<file path="src/rtl/door_input_cond_1596.sv">
// Input conditioning for the door FSM: synchronises and debounces the two keys
// and two limit switches, resolves key conflicts in favour of "up" and flags sensor faults.
module door_input_cond_1596 #(
    parameter int SYNC_STAGES     = 2,
    parameter int DEBOUNCE_CYCLES = 20000,
    parameter int CNT_W           = $clog2(DEBOUNCE_CYCLES)
) (
    input  logic clk2m,
    input  logic rst,
    input  logic key_up_raw,
    input  logic key_down_raw,
    input  logic sense_up_raw,
    input  logic sense_down_raw,
    output logic key_up,
    output logic key_down,
    output logic key_up_pulse,
    output logic key_down_pulse,
    output logic sense_up,
    output logic sense_down,
    output logic sense_fault
);

    localparam logic [CNT_W-1:0] CNT_MAX = CNT_W'(DEBOUNCE_CYCLES - 1);

    logic [3:0] raw_in;
    logic [3:0] stable_vec;

    assign raw_in = {sense_down_raw, sense_up_raw, key_down_raw, key_up_raw};

    // Channel order: 0 key_up, 1 key_down, 2 sense_up, 3 sense_down.
    generate
        for (genvar gi = 0; gi < 4; gi++) begin : g_chan
            logic [SYNC_STAGES-1:0] sync_q, sync_d;
            logic                   stable_q, stable_d;
            logic [CNT_W-1:0]       cnt_q, cnt_d;
            logic                   s;

            assign s = sync_q[SYNC_STAGES-1];

            always_comb begin
                sync_d   = {sync_q[SYNC_STAGES-2:0], raw_in[gi]};
                stable_d = stable_q;
                cnt_d    = cnt_q;
                if (s == stable_q) begin
                    cnt_d = '0;
                end else if (cnt_q == CNT_MAX) begin
                    stable_d = s;
                    cnt_d    = '0;
                end else begin
                    cnt_d = cnt_q + 1'b1;
                end
            end

            always_ff @(posedge clk2m or posedge rst) begin
                if (rst) begin
                    sync_q   <= '0;
                    stable_q <= 1'b0;
                    cnt_q    <= '0;
                end else begin
                    sync_q   <= sync_d;
                    stable_q <= stable_d;
                    cnt_q    <= cnt_d;
                end
            end

            assign stable_vec[gi] = stable_q;
        end
    endgenerate

    logic key_up_q, key_up_d;
    logic key_down_q, key_down_d;
    logic key_up_pulse_q, key_up_pulse_d;
    logic key_down_pulse_q, key_down_pulse_d;
    logic sense_up_q, sense_up_d;
    logic sense_down_q, sense_down_d;
    logic sense_fault_q, sense_fault_d;

    // Pulses compare the next level against the registered one, so they
    // coincide with the level's rising edge.
    always_comb begin
        key_up_d         = stable_vec[0];
        key_down_d       = stable_vec[1] & ~stable_vec[0];
        key_up_pulse_d   = key_up_d & ~key_up_q;
        key_down_pulse_d = key_down_d & ~key_down_q;
        sense_up_d       = stable_vec[2];
        sense_down_d     = stable_vec[3];
        sense_fault_d    = stable_vec[2] & stable_vec[3];
    end

    always_ff @(posedge clk2m or posedge rst) begin
        if (rst) begin
            key_up_q         <= 1'b0;
            key_down_q       <= 1'b0;
            key_up_pulse_q   <= 1'b0;
            key_down_pulse_q <= 1'b0;
            sense_up_q       <= 1'b0;
            sense_down_q     <= 1'b0;
            sense_fault_q    <= 1'b0;
        end else begin
            key_up_q         <= key_up_d;
            key_down_q       <= key_down_d;
            key_up_pulse_q   <= key_up_pulse_d;
            key_down_pulse_q <= key_down_pulse_d;
            sense_up_q       <= sense_up_d;
            sense_down_q     <= sense_down_d;
            sense_fault_q    <= sense_fault_d;
        end
    end

    assign key_up         = key_up_q;
    assign key_down       = key_down_q;
    assign key_up_pulse   = key_up_pulse_q;
    assign key_down_pulse = key_down_pulse_q;
    assign sense_up       = sense_up_q;
    assign sense_down     = sense_down_q;
    assign sense_fault    = sense_fault_q;

endmodule

</file>
<file path="config.mk">
export PLATFORM = sky130hd
export DESIGN_NAME = door_input_cond_1596
export DESIGN_NICKNAME = d
export VERILOG_FILES = /design/src/rtl/door_input_cond_1596.sv
export SDC_FILE = /design/constraint.sdc
export NUM_CORES = 1
export LEC_CHECK = 0
export BUFFER_PORTS_ARGS = -buffer_cell sky130_fd_sc_hd__buf_2
export CAP_MARGIN = 20
export CORE_ASPECT_RATIO = 2
export CORE_MARGIN = 2
export CORE_UTILIZATION = 62
export CTS_BUF_LIST = sky130_fd_sc_hd__clkbuf_2
export DETAILED_ROUTE_END_ITERATION = 10
export PLACE_DENSITY = 0.82
export SLEW_MARGIN = 20
export SYNTH_ARGS = -nofsm -noshare
export SYNTH_HDL_FRONTEND = slang
export SYNTH_SLANG_ARGS = --single-unit
</file>
<file path="constraint.sdc">
create_clock -name clk2m -period 6.2 [get_ports clk2m]
set_clock_uncertainty 0.2 [all_clocks]
set_input_delay 0 -clock clk2m [delete_from_list [all_inputs] [get_ports clk2m]]
set_output_delay 0 -clock clk2m [all_outputs]
set_load 0.02 [all_outputs]
</file>
# --- After elaboration in Yosys (flattened, before gate mapping) ---
# Index checks and enable logic that the tools add are counted.
op_classes:
  addsub: 4
  eq_ne: 8
  n_mux: 8
  bitwise_logic: 11
  n_reduce_logical: 4
ops:
  columns: ["cell", "n"]
  rows:
  - ["15-bit two-way mux", 8]
  - ["15-bit by 1-bit adder with 15-bit output (second input constant)", 4]
  - ["15-bit equality test (second input constant)", 4]
  - ["2-bit AND reduction", 4]
  - ["1-bit NOT", 7]
  - ["1-bit bitwise AND", 4]
  - ["1-bit equality test", 4]
word_totals:
  register_bits: 79
  output_inout_bits: 7

# --- Depth between registers and ports, before layout ---
# Gate-level depths: netlist of run 1.
depth:
  word_depth: 3
  mapped_depth: 7
  ltp_nobuf: 5

# --- Least setup slack after synthesis of run 1 ---
# No wires, ideal clock.
synth_timing:
  path_kind: "reg-to-reg"
  start: "register g_chan[2].cnt_q[12]"
  end: "register g_chan[2].stable_q"
  setup_ps: 125
  arrival_ps: 1732
  required_time_ps: 5875
  slack_ps: 4143
  path_stages_with_launch: 4
  period_less_slack_ps: 2057
  path_cell_list: "dfrtp_1 > or4b_1 > or4_4 > mux2_4"
synth_between:
  elab_chain_cells: 2
synth_lines:
  columns: ["item", "line_no", "rtl"]
  rows:
  - ["start: declaration", "35", "logic [CNT_W-1:0] cnt_q, cnt_d;"]
  - ["start signal: assignment", "62", "cnt_q <= cnt_d;"]
  - ["15-bit equality test", "46", "end else if (cnt_q == CNT_MAX) begin"]
  - ["2-bit AND reduction (no source line)", null, null]
  - ["end signal: assignment", "61", "stable_q <= stable_d;"]
  - ["end: declaration", "34", "logic stable_q, stable_d;"]
# Every way passes these cells.
# A chain may end at the register's enable or synchronous reset.

# --- Final worst setup path of run 1 ---
layout_timing:
  start: "register g_chan[3].cnt_q[12]"
  end: "register g_chan[3].cnt_q[7]"
layout_between:
  elab_chain_cells: 3
layout_lines:
  columns: ["item", "line_no", "rtl"]
  rows:
  - ["start: declaration", "35", null]
  - ["start signal: assignment", "62", null]
  - ["15-bit equality test", "46", null]
  - ["15-bit two-way mux", "46", null]
  - ["15-bit two-way mux", "44", "if (s == stable_q) begin"]
  - ["named net g_chan[3].cnt_d[7]", "35", null]
# The timed path passes the listed nets, and every way through them passes these cells.

==> results of run 1 <==
-- cell families (layout without fill, tap and decap cells) --
| group | after synthesis | in the layout | share of synthesized area, % |
|---|---|---|---|
| mux | 4 | 4 | 1.51 |
| buf+inv | 17 | 48 | 2.26 |
| flops | 79 | 79 | 56.8 |
| xor+xnor | 56 | 56 | 14.1 |
| simple gates | 163 | 163 | 24.0 |
| fa+ha+maj | 4 | 4 | 1.44 |
-- registers in the layout, indices dropped and copies added (netlist names) --
| signal | flops |
|---|---|
| sense_up | 1 |
| g_chan.sync_q | 8 |
| key_down | 1 |
| key_up_pulse | 1 |
| key_up | 1 |
| g_chan.cnt_q | 60 |
| sense_fault | 1 |
| g_chan.stable_q | 4 |
| sense_down | 1 |
| key_down_pulse | 1 |
-- placed cells by master, fill, tap and decap left out, drive strengths merged, types with 10 or more instances in the layout --
cell | netlist | final
xor2 | 25 | 25
xnor2 | 31 | 31
inv | 10 | 10
nor3 | 12 | 12
buf | 2 | 13
clkbuf | 5 | 11
nor2 | 63 | 63
dfrtp | 79 | 79
nand2 | 14 | 14
nand4 | 20 | 20
nand3 | 18 | 18
-- area by class of cell --
type                       count  area (µm²)  share of cell area (%)
multi-input combinational    227        1430                    37.8
inverter                      10        37.5                   0.993
clock inverter                 5        48.8                    1.29
sequential                    79        1980                    52.3
clock buffer                  11        55.1                    1.46
tap                           60        75.1                    1.99
timing repair buffer          22         158                    4.17
-- worst reg2reg max path, stage by stage, from the launching register on --
cell	delay, ns
dfrtp_1	0.45
or4b_1	0.52
or4_4	0.56
nand2b_2	0.24
nor2_1	0.10
-- power groups by stage --
stage | sequential [mW] | clock [mW] | combinational [mW]
final | 0.533 | 0.264 | 0.0363
after global routing | 0.535 | 0.289 | 0.0428
after global placement | 0.542 | 0 | 0.0318
after CTS | 0.533 | 0.271 | 0.0374
after floorplan | 0.540 | 0 | 0.0262
after detailed placement | 0.542 | 0 | 0.0329
-- per-stage QoR --
stage	hold slack (ns)	setup WS [ns]	util, %
2_1_floorplan	-0.169	3.98	-
3_3_place_gp	-0.0918	4.09	66.1
3_5_place_dp	-0.0903	4.05	66.1
4_1_cts	0.0788	4.02	69.7
5_1_grt	0.145	3.94	69.7
6_report	0.0429	4.03	69.7
-- worst paths after layout --
check / endpoint / slack (ns) / cells after the start / from
max: g_chan[3].cnt_q[7] / 4.03 / 4 / g_chan[3].cnt_q[12]
min: g_chan[1].cnt_q[14] / 0.04 / 4 / rst
max reg2reg: g_chan[3].cnt_q[7] / 4.03 / 4 / g_chan[3].cnt_q[12]
min reg2reg: g_chan[1].sync_q[1] / 0.18 / 0 / g_chan[1].sync_q[0]
max in group asynchronous: g_chan[3].cnt_q[11] / 5.12 / 4 / rst
min in group clk2m: g_chan[1].sync_q[1] / 0.18 / 0 / g_chan[1].sync_q[0]
-- routing by layer --
metal / GRT usage (%) / vias up
li1: - / 1154
met1: 24.6 / 1144
met2: 37.8 / 50
met3: 5.25 / 18
met4: 12.8 / 0
met5: 0 / -
-- what timing repair did --
action | in CTS | in global routing
endpoints found under the hold margin | 83 | 0
hold buffers | 9 | 0
buffers inserted | 0 | 0
==> reports/summary.md, run 1 <==
- **outcome** complete, no violations
- **endpoints failing setup** 0
- **Comb pwr share** 4.4%
- **count of final max-slew check failures** 0
- **placed wire-length estimate after detailed placement** 4.00 mm
- **slowest stage delay, CP** 0.56 ns
- **Layout fillers** 431
- **synthesized instance count** 323
- **number of flops mapped to enable cells by yosys** 0
- **crit path max-delay cell type** or4_4
- **Netlist cell types** 25
- **share of layout cells above drive strength 1** 10.5%
- **cell area reported after detailed placement** 3580 µm²
- **area share of the largest cell type after synthesis** 56.8%
- **switching power share of the total** 24.3%
- **fin crit share** 35.0%
- **achievable clock frequency** 0.460 GHz
- **pin slew with the least headroom to its limit** 0.968 ns
- **number of buffers created by CTS** 9
- **clock group share of total power** 31.7%
- **worst min path class** in2async
- **warning count from the yosys run** 0
- **Final Instance Area** 3780 µm²
- **data arrival time of the critical path** 2.42 ns
- **number of input and output port buffers inserted** 12
- **dominant cell by count in the synthesized netlist** dfrtp_1
- **highest metal layer with signal wires** met4
- **number of max-cap violations** 0
- **leakage power of the design** 1.69 nW
- **Final TNS setup** 0 ns
- **average footprint of a synthesized cell** 10.8 µm²
- **shortest period the worst path allows** 2.17 ns
- **worst-case headroom to the max-slew limit** 35.5%
- **worst skew pair latency** 0.56 ns
- **gr ovfl total** 0
- **# clock sinks** 79
- **routed metal-1 wirelength** 2.43 mm
- **Flop pwr share** 64.0%
- **Worst Path Required** 6.45 ns
- **number of diodes** 0
- **DRC marker count from the first detailed-route iteration** 81
- **number of non-filler instances in the completed layout** 414
- **number of failing hold endpoints at the final stage** 0
- **synth top area cells** dfrtp_1, xnor2_1, nor2_1, xor2_1, nand4_1
- **number of placed I/O pins** 13
- **core area** 5420 µm²
- **number of antenna violations at the first check in global routing** 0
- **worst path buffer plus inverter count** 0
- **layout-stage area growth over the synthesis result** 8.48%
- **ratio of total power to cell area** 220 nW/µm²
- **Synth Flop Type** dfrtp_1
- **total placed cells including tap cells** 389
- **endpoint class of the critical path** flop
- **total iterations of the first detailed-routing run** 4
- **RSZ-0062 raised after global routing** no
- **global-route wire length before repair** 10.5 mm
- **std cell rows** 38
- **floorplan die width** 57 µm
- **count of nets left with antenna violations after detail routing** 0
- **kind of launch point of the worst setup path** flop
- **weighted congestion at the end of routability-driven global placement** 0.880
- **via/cell ratio** 5.71
- **type of the setup path with the least slack** reg2reg
- **largest net degree at the start of global routing** 80
- **detailed route wirelength on metal3** 208 µm
- **worst-path cell chain** or4b_1 -> or4_4 -> nand2b_2 -> nor2_1
- **number of H-tree levels** 3
- **top cell type by total area after synthesis** dfrtp_1
- **overall power** 833 µW
- **net switching power** 202 µW
- **mean routed wirelength per cell** 14.4 µm
- **via count** 2366
- **Synth top cells by count** dfrtp_1, nor2_1, xnor2_1
- **Max Buffers Root-to-Sink** 2
- **maximum fanout count along the critical path** 13
- **crit-path leading delay family** simple AND/OR/NAND/NOR gates
- **met2 routed WL** 3.15 mm
- **final net count** 359
- **Post-Route WL** 5.97 mm
- **flops & latches, synth** 79
- **number of gates resized after cts** 0
- **clock tree from TritonCTS** built
- **die outline height** 110 µm
- **starting density of the core** 64.3%
- **clock-pin slew on the worst setup and hold paths** 0.20 ns
- **number of global-route vias before repair** 2428
- **Clk Tree Root Cell** clkbuf_2
- **sequential cell area fraction in the yosys report** 56.8%
- **total internal power** 631 µW
- **share of flip-flops with an asynchronous set or reset after synthesis** 100%
- **Tot GR Track Use** 22.0%
- **mapped cell area** 3480 µm²
- **die footprint** 6270 µm²
- **net count of the mapped netlist** 333
- **Post-route DRC** 0
- **worst supply voltage drop on vdd** 0.267 mV
No activity file was read; power rests on OpenSTA's default activity.
==> inputs of run 2 (changes only) <==
--- a/config.mk
+++ b/config.mk
@@ -5,14 +5,15 @@
 export SDC_FILE = /design/constraint.sdc
 export NUM_CORES = 1
 export LEC_CHECK = 0
+export ABC_AREA = 1
 export BUFFER_PORTS_ARGS = -buffer_cell sky130_fd_sc_hd__buf_2
 export CAP_MARGIN = 20
 export CORE_ASPECT_RATIO = 2
 export CORE_MARGIN = 2
-export CORE_UTILIZATION = 62
+export CORE_UTILIZATION = 58
 export CTS_BUF_LIST = sky130_fd_sc_hd__clkbuf_2
 export DETAILED_ROUTE_END_ITERATION = 10
-export PLACE_DENSITY = 0.82
+export PLACE_DENSITY = 0.8
 export SLEW_MARGIN = 20
 export SYNTH_ARGS = -nofsm -noshare
 export SYNTH_HDL_FRONTEND = slang
==> constraint.sdc (replaced) <==
create_clock -name clk2m -period 1.75 [get_ports clk2m]
set_clock_uncertainty 0.2 [all_clocks]
set_input_delay 0 -clock clk2m [delete_from_list [all_inputs] [get_ports clk2m]]
set_output_delay 0 -clock clk2m [all_outputs]
set_load 0.02 [all_outputs]
==> reports/summary.md, run 2 <==
- **pin slew with the least headroom to its limit** 0.405 ns, -0.563 ns
- **top cell type by total area after synthesis** dfrtp_1
- **share of flip-flops with an asynchronous set or reset after synthesis** 100%, unchanged
- **Post-Route WL** 7.68 mm, +29%
- **switching power share of the total** 24.6%, +0.34 points
- **sequential cell area fraction in the yosys report** 50.5%, -6.2 points
- **final net count** 532, +48%
- **achievable clock frequency** 0.624 GHz, +36%
- **leading cell types in the layout, fill and taps excluded** nor2_1, nand2_1, dfrtp_1, inv_1, nand3_1
- **Flop pwr share** 63.8%, -0.2 points
- **placed wire-length estimate after detailed placement** 5.74 mm, +44%
- **data arrival time of the critical path** 1.83 ns, -0.59 ns
- **number of failing hold endpoints at the final stage** 0, unchanged
- **die outline height** 120 µm, +9.2%
- **total iterations of the first detailed-routing run** 4, unchanged
- **worst-case headroom to the max-slew limit** 72.9%, +37 points
- **worst min path class** reg2reg
- **most common cell after layout, fill and taps aside** nor2_1
- **number of global-route vias before repair** 3149, +30%
- **kind of launch point of the worst setup path** flop
- **DRC marker count from the first detailed-route iteration** 242, +200%
- **share of layout cells above drive strength 1** 12.9%, +2.5 points
- **starting density of the core** 59.6%, -4.7 points
- **clock-pin slew on the worst setup and hold paths** 0.20 ns, about the same
- **gr ovfl total** 0, unchanged
- **endpoint class of the critical path** flop
- **global-route wire length before repair** 13.0 mm, +23%
- **average footprint of a synthesized cell** 8.03 µm², -26%
- **mean routed wirelength per cell** 12.5 µm, -13%
- **Synth top cells by count** nor2_1, nand2_1, dfrtp_1
- **maximum fanout count along the critical path** 7, -6
- **endpoints failing setup** 0, unchanged
- **mapped cell area** 3910 µm², +12%
- **number of diodes** 0, unchanged
- **floorplan die width** 62.1 µm, +8.9%
- **type of the setup path with the least slack** reg2reg
- **number of antenna violations at the first check in global routing** 0, unchanged
- **Worst Hold Slack** 0.176 ns, +0.133 ns
- **via count** 3208, +36%
- **via/cell ratio** 5.22, -8.7%
- **RSZ-0062 raised after global routing** no
- **Tot GR Track Use** 23.4%, +1.4 points
- **synthesized instance count** 487, +51%
- **count of nets left with antenna violations after detail routing** 0, unchanged
- **fin crit share** 91.6%, +57 points
- **cell area reported after detailed placement** 4110 µm², +15%
- **count of final max-slew check failures** 0, unchanged
- **number of flops mapped to enable cells by yosys** 0, unchanged
- **number of buffers created by CTS** 9, unchanged
- **total internal power** 2.22 mW, +250%
- **flops & latches, synth** 79, unchanged
- **leakage power of the design** 1.88 nW, +12%
- **worst supply voltage drop on vdd** 0.502 mV, +88%
- **outcome** complete, no violations
- **clock tree from TritonCTS** built
- **Synth Flop Type** dfrtp_1
- **number of gates resized after cts** 0, unchanged
- **Final TNS setup** 0 ns, unchanged
- **dominant cell by count in the synthesized netlist** nor2_1
- **number of input and output port buffers inserted** 12, unchanged
- **std cell rows** 42, +11%
- **Post-route DRC** 0, unchanged
- **register ranked first by flip-flop count** g_chan.cnt_q
- **Final Instance Area** 4320 µm², +14%
- **area share of the largest cell type after synthesis** 50.5%, -6.2 points
- **number of H-tree levels** 3, unchanged
- **number of buffers inserted by hold repair at cts** 10, +1
- **number of placed I/O pins** 13, unchanged
- **largest registers** g_chan.cnt_q x60, g_chan.sync_q x8, g_chan.stable_q x4
- **ratio of total power to cell area** 682 nW/µm², +210%
- **Max Buffers Root-to-Sink** 2, unchanged
- **Netlist cell types** 24, -4.0%
- **Comb pwr share** 4.8%, +0.4 points
- **weighted congestion at the end of routability-driven global placement** 0.951, +8.1%
- **worst skew pair latency** 0.53 ns, -0.03 ns
- **clock group share of total power** 31.4%, -0.3 points
- **Clk Tree Root Cell** clkbuf_2
- **net count of the mapped netlist** 497, +49%
- **net switching power** 725 µW, +260%
- **# clock sinks** 79, unchanged
- **largest net degree at the start of global routing** 63, -21%
- **Worst Path Required** 1.98 ns, -4.47 ns
- **shortest period the worst path allows** 1.60 ns, -0.570 ns
- **layout-stage area growth over the synthesis result** 10.5%
- **die footprint** 7460 µm², +19%
- **number of post-CTS setup repair buffers** 0, unchanged
- **warning count from the yosys run** 0, unchanged
- **Largest register FFs** 60, unchanged
- **core area** 6570 µm², +21%
- **number of max-cap violations** 0, unchanged
- **synth top area cells** dfrtp_1, nor2_1, nand2_1, inv_1, nand3_1
==> run 2: changes by cell type in the layout (fill, tap and decap cells not counted), moves of 11 or more <==
cell,previous run,this run
nand3_1,18,32
inv_1,9,51
xnor2_1,31,3
nor2_2,0,11
xor2_1,25,14
nor2_1,63,115
nand2_2,0,12
nand2_1,14,99
==> run 2: path summary, 6_finish.rpt <==
| path | startpoint | to | slack [ns] | cells after the start |
|---|---|---|---|---|
| max | g_chan[0].cnt_q[0] | g_chan[0].cnt_q[14] | 0.15 | 8 |
| min | g_chan[2].sync_q[0] | g_chan[2].sync_q[1] | 0.18 | 0 |
| max reg2reg | g_chan[0].cnt_q[0] | g_chan[0].cnt_q[14] | 0.15 | 8 |
| min reg2reg | g_chan[2].sync_q[0] | g_chan[2].sync_q[1] | 0.18 | 0 |
| max in group asynchronous | rst | g_chan[2].cnt_q[12] | 0.35 | 5 |
| min in group asynchronous | rst | g_chan[1].cnt_q[12] | 0.37 | 4 |
==> run 2: kinds of logic after synthesis <==
logic type	synth area share [%]
AO/OA/AOI/OAI	4.25
XOR/XNOR	5.05
adder cells (fa/ha/maj)	1.28
buffers and inverters	5.76
flip-flops	50.5
AND/OR/NAND/NOR	33.1
==> run 2: metrics by stage <==
stage | utilization [%] | setup slack, ns | power (mW) | instances
after global routing | 65.8 | 0.00429 | 3.10 | 615
after CTS | 65.8 | 0.128 | 2.99 | 615
after detailed placement | 62.6 | 0.165 | 2.04 | 589
after floorplan | - | 0.302 | 2.00 | 487
after global placement | 62.6 | 0.189 | 2.04 | 589
final | 65.8 | 0.148 | 2.95 | 615
==> run 2: power groups by stage <==
stage          registers [mW]  logic (mW)  clock network [mW]
4_1_cts                  1.88       0.146               0.960
5_1_grt                  1.89       0.165                1.04
3_5_place_dp             1.92       0.128                   0
6_report                 1.88       0.142               0.925
3_3_place_gp             1.91       0.126                   0
2_1_floorplan            1.91      0.0899                   0
==> run 2: per-layer routing <==
metal	vias to the layer above	wire, µm	GRT usage [%]
li1	1591	-	-
met1	1512	2900	24.5
met2	70	4200	39.6
met3	35	246	5.71
met4	0	338	13.7
met5	-	0	0
==> run 2: layout make-up <==
class / instances / area, µm²
clock inverters: 7 / 63.8
repair buffers: 25 / 195
flip-flops and latches: 79 / 1980
clock buffers: 9 / 45.0
well taps: 88 / 110
fillers: 599 / 2250
inverters: 58 / 221
multi-input cells: 349 / 1710
==> run 2: critical path, stage by stage (launching register included) <==
cell     delay [ns]
dfrtp_1        0.42
ha_1           0.18
nand2_1        0.10
inv_2          0.07
nand2_2        0.07
nor2_2         0.12
nand2_1        0.10
nand2_2        0.17
nor2_1         0.07
==> inputs of run 3 (changes only) <==
--- a/config.mk
+++ b/config.mk
@@ -5,15 +5,15 @@
 export SDC_FILE = /design/constraint.sdc
 export NUM_CORES = 1
 export LEC_CHECK = 0
-export ABC_AREA = 1
+export ABC_AREA = 0
 export BUFFER_PORTS_ARGS = -buffer_cell sky130_fd_sc_hd__buf_2
 export CAP_MARGIN = 20
 export CORE_ASPECT_RATIO = 2
 export CORE_MARGIN = 2
-export CORE_UTILIZATION = 58
+export CORE_UTILIZATION = 57
 export CTS_BUF_LIST = sky130_fd_sc_hd__clkbuf_2
 export DETAILED_ROUTE_END_ITERATION = 10
-export PLACE_DENSITY = 0.8
+export PLACE_DENSITY = 0.79
 export SLEW_MARGIN = 20
 export SYNTH_ARGS = -nofsm -noshare
 export SYNTH_HDL_FRONTEND = slang
==> reports/summary.md, run 3 (synthesis results as in run 1) <==
- **largest net degree at the start of global routing** 46, -27%
- **Worst Path Required** 2.00 ns, +0.02 ns
- **worst slack at placement** -0.335 ns, -0.500 ns
- **met1 layer usage reported by global route** 25.1%, +0.57 points
- **number of global-route vias before repair** 2639, -16%
- **shortest period the worst path allows** 2.05 ns, +0.447 ns
- **std cell rows** 40, -4.8%
- **violated checks** negative setup slack
- **leading cell types in the layout, fill and taps excluded** dfrtp_1, nor2_1, buf_4, xnor2_1, xor2_1
- **placed wire-length estimate after detailed placement** 4.34 mm, -24%
- **crit-path leading delay family** simple AND/OR/NAND/NOR gates
- **Max Buffers Root-to-Sink** 2, unchanged
- **most common cell after layout, fill and taps aside** dfrtp_1
- **number of buffers created by CTS** 9, unchanged
- **slowest stage delay, CP** 0.53 ns, +0.11 ns
- **type of the setup path with the least slack** reg2reg
- **via/cell ratio** 5.41, +3.7%
- **Largest register FFs** 60, unchanged
- **die outline height** 115 µm, -4.7%
- **via count** 2489, -22%
- **number of max-cap violations** 0, unchanged
- **largest registers** g_chan.cnt_q x60, g_chan.sync_q x8, g_chan.stable_q x4
- **RSZ-0062 raised after global routing** yes
- **worst supply voltage drop on vdd** 0.528 mV, +5.2%
- **# clock sinks** 79, unchanged
- **total iterations of the first detailed-routing run** 4, unchanged
- **Post-Route WL** 6.71 mm, -13%
- **grt met2 use** 39.2%, -0.45 points
- **clock tree from TritonCTS** built
- **Tot GR Track Use** 22.8%, -0.63 points
- **die footprint** 6790 µm², -9.0%
- **Post-route DRC** 0, unchanged
- **ratio of total power to cell area** 782 nW/µm², +15%
- **layout-stage area growth over the synthesis result** 23.3%
- **crit path max-delay cell type** or4_4
- **weighted congestion at the end of routability-driven global placement** 0.855, -10%
- **most used routing layer in global routing** met2
- **number of placed I/O pins** 13, unchanged
- **number of H-tree levels** 3, unchanged
- **count of nets left with antenna violations after detail routing** 0, unchanged
- **pin slew with the least headroom to its limit** 0.412 ns, +0.00672 ns
- **maximum fanout count along the critical path** 2, -5
- **gr ovfl total** 0, unchanged
- **worst path buffer plus inverter count** 0, -1
- **Worst Setup Slack, final** -0.299 ns, -0.447 ns
- **floorplan die width** 59.3 µm, -4.5%
- **register ranked first by flip-flop count** g_chan.cnt_q
- **endpoints failing setup** 29, +29
- **clock-pin slew on the worst setup and hold paths** 0.23 ns, +0.03 ns
- **worst min path class** reg2reg
- **worst skew pair latency** 0.54 ns, about the same
- **number of antenna violations at the first check in global routing** 0, unchanged
- **endpoint class of the critical path** flop
- **DRC marker count from the first detailed-route iteration** 110, -55%
- **achievable clock frequency** 0.488 GHz, -22%
- **Clk Tree Root Cell** clkbuf_2
- **kind of launch point of the worst setup path** flop
- **outcome** finished, violations left
- **number of input and output port buffers inserted** 12, unchanged
- **number of diodes** 0, unchanged
- **Worst Hold Slack** 0.176 ns, +0.000535 ns
- **fin crit share** 117%, +26 points
- **starting density of the core** 58.5%, -1.1 points
- **core area** 5960 µm², -9.3%
- **worst-path cell chain** or4b_1 -> or4_4 -> mux2_4
- **share of layout cells above drive strength 1** 24.4%, +12 points
- **number of failing hold endpoints at the final stage** 0, unchanged
- **global-route wire length before repair** 11.5 mm, -11%
- **overall power** 3.36 mW, +14%
- **worst-case headroom to the max-slew limit** 72.3%, -0.64 points
- **mean routed wirelength per cell** 14.6 µm, +17%
- **data arrival time of the critical path** 2.30 ns, +0.47 ns
- **count of final max-slew check failures** 0, unchanged
- **leakage power of the design** 1.94 nW, +3.2%
- **global routing met3 resource utilization** 5.99%, +0.28 points
- **final net count** 402, -24%
-- run 3: cell types whose count changed in the layout (fill, tap and decap cells not counted), sizes merged, moves of 8 or more --
| cell | previous run | this run |
|---|---|---|
| nor2 | 126 | 63 |
| nand3 | 32 | 18 |
| o21ai | 12 | 0 |
| xnor2 | 3 | 31 |
| inv | 57 | 10 |
| a21oi | 10 | 0 |
| nand2 | 114 | 14 |
| buf | 15 | 54 |
| xor2 | 17 | 25 |
| nor4 | 0 | 9 |
-- run 3: power by group --
part	switching (mW)	total, mW	internal (mW)	leakage, nW
registers	0.0279	1.89	1.86	1.08
clock network	0.653	1.27	0.620	0.0925
logic	0.108	0.196	0.0888	0.777
total	0.788	3.36	2.57	1.94
-- run 3: timing repair --
item | in CTS | in global routing
pin swaps | 11 | 3
setup buffers | 1 | 2
resized for setup | 4 | 18
endpoints found under the setup margin | 29 | 57
hold endpoints to repair | 83 | 0
cloned | 1 | 0
hold buffers | 10 | 0
-- run 3: stage by stage --
stage | setup TNS [ns] | utilization, % | instance area [µm²] | std cells
finish | -5.86 | 72.1 | 4290 | 460
global route | -7.67 | 72.1 | 4290 | 460
CTS | -5.63 | 70.8 | 4220 | 458
detailed placement | -8.40 | 65.7 | 3920 | 430
global placement | -7.29 | 65.7 | 3920 | 430
floorplan | -5.93 | - | 3490 | 323
-- run 3: cell type report --
cell class / instances / area [µm²]
well taps: 63 / 78.8
repair buffers: 64 / 513
fillers: 395 / 1660
multi-input cells: 228 / 1520
clock inverters: 7 / 120
flip-flops and latches: 79 / 1980
inverters: 10 / 41.3
clock buffers: 9 / 45.0
-- run 3: worst paths after layout --
check                      slack, ns  cells after the start                  end           startpoint
max                            -0.30                      3   g_chan[3].stable_q  g_chan[3].cnt_q[13]
min                             0.18                      0  g_chan[0].sync_q[1]  g_chan[0].sync_q[0]
max reg2reg                    -0.30                      3   g_chan[3].stable_q  g_chan[3].cnt_q[13]
min reg2reg                     0.18                      0  g_chan[0].sync_q[1]  g_chan[0].sync_q[0]
max in group asynchronous       0.48                      5   g_chan[1].cnt_q[3]                  rst
min in group asynchronous       0.27                      4  g_chan[3].sync_q[0]                  rst
-- run 3: metal layers --
layer	up-vias	part of all wire [%]
met5	-	0
met4	0	2.5
met3	16	2.5
met2	35	56
met1	1203	39
li1	1235	-
-- run 3: worst register-to-register path, delay by kind of cell (launching register included) --
kind	cells	cell delay, ns
and+or+nand+nor	2	1.04
muxes	1	0.31
DFF	1	0.42
